===== src/rtl/ex_div_pkg.sv =====
// rtl/ex_div_pkg.sv - shared EX-stage divider encodings and control levels.
package ex_div_pkg;

  typedef enum logic [1:0] {
    DivFree   = 2'b00,
    DivByZero = 2'b01,
    DivOn     = 2'b10,
    DivEnd    = 2'b11
  } div_state_e;

  localparam logic DivResultReady    = 1'b1;
  localparam logic DivResultNotReady = 1'b0;
  localparam logic DivStart          = 1'b1;
  localparam logic DivStop           = 1'b0;

endpackage


===== src/rtl/ex_div.sv =====
// rtl/ex_div.sv - multi-cycle restoring divider for MIPS DIV/DIVU; {HI,LO} = {rem, quo}.
module ex_div
  import ex_div_pkg::*;
#(
  parameter int DATA_W = 32
) (
  input  logic                  clk,
  input  logic                  rst,
  input  logic                  signed_div_i,
  input  logic [DATA_W-1:0]     opdata1_i,
  input  logic [DATA_W-1:0]     opdata2_i,
  input  logic                  start_i,
  input  logic                  annul_i,
  output logic [2*DATA_W-1:0]   result_o,
  output logic                  ready_o,
  output logic                  stallreq_o
);

  localparam int CNT_W = $clog2(DATA_W) + 1;
  localparam logic [CNT_W-1:0] LAST_CNT = CNT_W'(DATA_W);

  div_state_e r_state, w_state_nxt;

  logic [CNT_W-1:0]    r_cnt;
  logic [DATA_W-1:0]   r_rem;
  logic [DATA_W-1:0]   r_quo;
  logic [DATA_W-1:0]   r_divisor;
  logic                r_neg_quo;
  logic                r_neg_rem;
  logic [2*DATA_W-1:0] r_result;
  logic                r_ready;

  logic                w_accept;
  logic                w_op1_neg;
  logic                w_op2_neg;
  logic [DATA_W-1:0]   w_op1_mag;
  logic [DATA_W-1:0]   w_op2_mag;
  logic [DATA_W:0]     w_shift;
  logic [DATA_W:0]     w_trial;
  logic                w_borrow;
  logic [DATA_W-1:0]   w_quo_fin;
  logic [DATA_W-1:0]   w_rem_fin;

  assign w_accept  = (start_i == DivStart) && !annul_i;
  assign w_op1_neg = signed_div_i & opdata1_i[DATA_W-1];
  assign w_op2_neg = signed_div_i & opdata2_i[DATA_W-1];
  assign w_op1_mag = w_op1_neg ? -opdata1_i : opdata1_i;
  assign w_op2_mag = w_op2_neg ? -opdata2_i : opdata2_i;

  // Partial remainder stays below the divisor, so the MSB of the
  // DATA_W+1-bit difference is exactly the borrow.
  assign w_shift  = {r_rem, r_quo[DATA_W-1]};
  assign w_trial  = w_shift - {1'b0, r_divisor};
  assign w_borrow = w_trial[DATA_W];

  assign w_quo_fin = r_neg_quo ? -r_quo : r_quo;
  assign w_rem_fin = r_neg_rem ? -r_rem : r_rem;

  always_ff @(posedge clk) begin
    if (rst) r_state <= DivFree;
    else     r_state <= w_state_nxt;
  end

  always_comb begin
    w_state_nxt = r_state;
    case (r_state)
      DivFree:   if (w_accept) w_state_nxt = (opdata2_i == '0) ? DivByZero : DivOn;
      DivByZero: w_state_nxt = annul_i ? DivFree : DivEnd;
      DivOn: begin
        if (annul_i)               w_state_nxt = DivFree;
        else if (r_cnt == LAST_CNT) w_state_nxt = DivEnd;
      end
      DivEnd:    if (start_i == DivStop) w_state_nxt = DivFree;
      default:   w_state_nxt = DivFree;
    endcase
  end

  always_ff @(posedge clk) begin
    if (rst) begin
      r_cnt     <= '0;
      r_rem     <= '0;
      r_quo     <= '0;
      r_divisor <= '0;
      r_neg_quo <= 1'b0;
      r_neg_rem <= 1'b0;
      r_result  <= '0;
      r_ready   <= DivResultNotReady;
    end else begin
      case (r_state)
        DivFree: begin
          r_result <= '0;
          r_ready  <= DivResultNotReady;
          if (w_accept && opdata2_i != '0) begin
            r_cnt     <= '0;
            r_rem     <= '0;
            r_quo     <= w_op1_mag;
            r_divisor <= w_op2_mag;
            r_neg_quo <= w_op1_neg ^ w_op2_neg;
            r_neg_rem <= w_op1_neg;
          end
        end
        DivByZero: begin
          r_result <= '0;
          r_ready  <= annul_i ? DivResultNotReady : DivResultReady;
        end
        DivOn: begin
          if (annul_i) begin
            r_cnt    <= '0;
            r_result <= '0;
            r_ready  <= DivResultNotReady;
          end else if (r_cnt != LAST_CNT) begin
            r_rem <= w_borrow ? w_shift[DATA_W-1:0] : w_trial[DATA_W-1:0];
            r_quo <= {r_quo[DATA_W-2:0], ~w_borrow};
            r_cnt <= r_cnt + 1'b1;
          end else begin
            r_result <= {w_rem_fin, w_quo_fin};
            r_ready  <= DivResultReady;
          end
        end
        DivEnd: begin
          if (start_i == DivStop) begin
            r_result <= '0;
            r_ready  <= DivResultNotReady;
          end
        end
        default: begin
          r_result <= '0;
          r_ready  <= DivResultNotReady;
        end
      endcase
    end
  end

  assign result_o   = r_result;
  assign ready_o    = r_ready;
  assign stallreq_o = start_i & ~r_ready;

endmodule


===== config.mk =====
export PLATFORM = sky130hd
export DESIGN_NAME = ex_div
export DESIGN_NICKNAME = d
export VERILOG_FILES = /design/src/rtl/ex_div_pkg.sv /design/src/rtl/ex_div.sv
export SDC_FILE = /design/constraint.sdc
export NUM_CORES = 1
export LEC_CHECK = 0
export CAP_MARGIN = 10
export CORE_MARGIN = 3
export CORE_UTILIZATION = 58
export CTS_BUF_LIST = sky130_fd_sc_hd__clkbuf_4 sky130_fd_sc_hd__clkbuf_8
export DETAILED_ROUTE_END_ITERATION = 8
export PLACE_DENSITY = 0.8
export SYNTH_ARGS = -nofsm -noshare
export SYNTH_HDL_FRONTEND = slang
export SYNTH_SLANG_ARGS = --single-unit

===== constraint.sdc =====
create_clock -name clk -period 4.33 [get_ports clk]
set_input_delay 0.866 -clock clk [delete_from_list [all_inputs] [get_ports clk]]
set_output_delay 0.866 -clock clk [all_outputs]
set_load 0.05 [all_outputs]

==> results.py <==
metrics = {
    "clock_network": {
        "insertion_delay_ps": 470,
        "cts.sinks": 171,
        "cts_tree": "built",
        "cts_hold_buffers": 0,
        "cts_htree_levels": 4,
        "clockRootBuffer": "clkbuf_8",
        "cts.reportedPaths.clkPinSlew_ps": 90,
        "postCtsSetupRepairBufs": 0,
        "numCtsBuffers": 17,
        "clockBufferDepth": 2,
        "cts_resized": 0,
    },
    "worst_setup_path": {
        "timing.rr.start": "r_rem[0]",
        "worstPathRequired_ps": 4690,
        "crit_path_start": "r_rem[0]",
        "arrival_ps": 3950,
        "cp-end-kind": "flip-flop",
        "cp_max_fo": 33,
        "cp-start-kind": "flip-flop",
        "crit_type": "reg -> reg",
    },
    "yosys": {
        "yosysSeqAreaShare_pct": 31.40,
        "postSynthCellCount": 1405,
        "ys_dominant_reg_cell": "dfxtp_1",
        "ys_seq_elements": 171,
        "synth_top_area_share_pct": 31.40,
        "netlist_area_um2": 10900,
        "synth_area_leaders": "dfxtp_1 31%, xnor2_1 7.6%, nand2_1 6.3%, nor2_1 5.4%, ha_1 4.8%",
        "synth_area_per_cell_um2": 7.759,
        "synth_edf_count": 0,
        "yosys.area.top_type": "dfxtp_1",
        "ys_warn_count": 0,
        "synth_cell_types": 72,
        "mappedNetlistNets": 1517,
        "synthArstFlopShare_pct": 0,
    },
    "route": {
        "wl_per_cell_um": 16.50,
        "vias_per_cell": 5.946,
        "ant_nets": 0,
        "drc": 0,
        "first_pass_iters": 5,
        "routed_wl_um": 28700,
        "vias": 10350,
        "drt_iter0_markers": 803,
    },
    "die": {
        "die_h_um": 143.1,
        "core_area_um2": 18210,
        "ios": 135,
        "dieArea_um2": 20480,
        "num_rows": 49,
        "initial_core_util_pct": 59.87,
        "fp.dieW_um": 143.1,
    },
    "finish": {
        "multi_input_area_um2": 6938,
        "insertedDiodeCount": 0,
        "drive_gt1_share_pct": 5.427,
        "layout.nets": 1610,
        "area_growth_pct": 16.71,
        "final_common_cell": "nand2_1",
        "fill_cells": 1555,
        "ff_latch_area_um2": 3423,
        "final_cell_mix": "182 x nand2_1, 171 x dfxtp_1, 156 x nor2_1",
    },
    "worst_hold_path": {
        "hold_start": "r_divisor[18]",
        "hold_path_class": "reg -> reg",
    },
    "job": {
        "maxCapViolations": 0,
    },
    "timing": {
        "fin_crit_sh_pct": 83.00,
        "finalHoldViolations": 0,
        "slew_viol_final": 0,
        "rsz0062_at_grt": "no",
        "max_freq_mhz": 278.3,
        "final-setup-viol-count": 0,
        "worstMarginPinSlew_ps": 994.3,
        "tns_ps": 0,
        "skew_ps": 11.51,
        "maxSlewHeadroom_pct": 33.71,
        "layout_min_cycle_time_ps": 3594,
    },
    "power_and_ir_drop": {
        "internal_power_uw": 3185,
        "switching_share_pct": 42.29,
        "powerDensity_nw_per_um2": 433.7,
        "seq_power_share_pct": 36.0,
        "p_sw_uw": 2334,
        "combPwrFrac_pct": 44.1,
        "peakVddDrop_uv": 262.6,
        "clkPwrFrac_pct": 19.9,
        "p_total_uw": 5518,
        "total_leakage_power_uw": 0.004708,
    },
    "global_route": {
        "grt_max_degree": 72,
        "grt_pass1_vias": 9306,
        "antenna_found_initial": 0,
        "gr-total-overflow": 0,
        "grt_pass1_wl_um": 46300,
        "track_usage_pct": 27.61,
    },
    "placement": {
        "hpwl_um": 21320,
        "portBuffers": 134,
        "gp_congestion": 0.9760,
    },
    "status": {
        "status": "complete, no violations",
    },
}
[per-stage QoR]
| step | instance area, um2 | hold slack, ps | util [%] | cells | setup slack (ps) |
|---|---|---|---|---|---|
| 6_report | 12720 | 468.0 | 69.88 | 1740 | 736.1 |
| 5_1_grt | 12720 | 490.0 | 69.88 | 1740 | 563.6 |
| 4_1_cts | 12720 | 466.3 | 69.88 | 1740 | 820.2 |
| 3_5_place_dp | 12340 | 454.9 | 67.79 | 1708 | 446.8 |
| 3_3_place_gp | 12340 | 440.6 | 67.79 | 1708 | 519.4 |
| 2_1_floorplan | 10900 | 431.9 | - | 1405 | 1282 |
[cells in the mapped netlist, types with 8 or more instances]
library cell,number
xor2_1,55
nand2_1,183
o41ai_1,15
dfxtp_1,171
or3_1,12
o21ai_0,93
nor4_1,13
nor3_1,22
nor2_1,156
o31ai_1,25
clkbuf_1,60
inv_1,56
or4_1,14
xnor2_1,95
a21o_1,8
nand2b_1,15
a211oi_1,31
ha_1,42
a22oi_1,56
a21oi_1,104
or2_2,8
mux2i_1,27
nand3_1,11
o211ai_1,10
[per-layer routing]
| metal | wire length [um] | global-route usage [%] | part of all wire (%) | up-vias |
|---|---|---|---|---|
| met5 | 0 | 0 | 0 | - |
| met4 | 312 | 6.653 | 1.1 | 0 |
| met3 | 1789 | 3.985 | 6.2 | 27 |
| met2 | 12560 | 41.54 | 44 | 352 |
| met1 | 14050 | 41.61 | 49 | 4819 |
| li1 | - | - | - | 5148 |
[area by class of cell]
class,instances,area share (%)
Clock buffer,18,1.898
Inverter,56,1.652
Clock inverter,14,1.082
Multi-Input combinational cell,1100,54.53
Timing Repair Buffer,152,11.68
Sequential cell,171,26.91
Tap cell,229,2.252
[power by group through the flow]
| stage | clock network [uW] | logic (uW) | registers (uW) |
|---|---|---|---|
| CTS | 1120 | 2400 | 1980 |
| finish | 1100 | 2430 | 1990 |
| floorplan | 0 | 1890 | 1950 |
| global placement | 0 | 2350 | 2010 |
| global route | 1170 | 2710 | 2020 |
| detailed placement | 0 | 2390 | 2020 |
[flip-flops by register name, indices dropped and copies added (netlist names)]
name and cells:
r_quo 32, r_neg_rem 1, r_divisor 32, r_neg_quo 1, r_state 2, r_rem 32
result_o 64, r_cnt 6, ready_o 1
[logic make-up after synthesis]
group / count (synthesis) / share of synthesized area, %
simple gates: 479 / 20.04
compound gates: 401 / 23.93
flops: 171 / 31.40
xor+xnor: 150 / 12.05
buf+inv: 134 / 5.096
fa+ha+maj: 43 / 5.004
mux: 27 / 2.479
[final timing paths]
kind	end	slack (ps)	cells after the start
setup reg to reg	r_rem[1]	740	12
hold reg to reg	r_divisor[18]	470	2
hold / removal	r_divisor[18]	470	2
setup / recovery	r_rem[1]	740	12
[worst max-delay path, cell delays in order (launching register included)]
cell and delay [ps]:
dfxtp_1 530, inv_1 170, fa_1 460, nand2b_1 200
a21oi_1 310, o211ai_2 190, a21boi_4 250, a211oi_2 140
or4_4 510, nand3_2 100, buf_12 230, nor3_1 80
a221o_1 270
No activity file was read; power rests on OpenSTA's default activity.
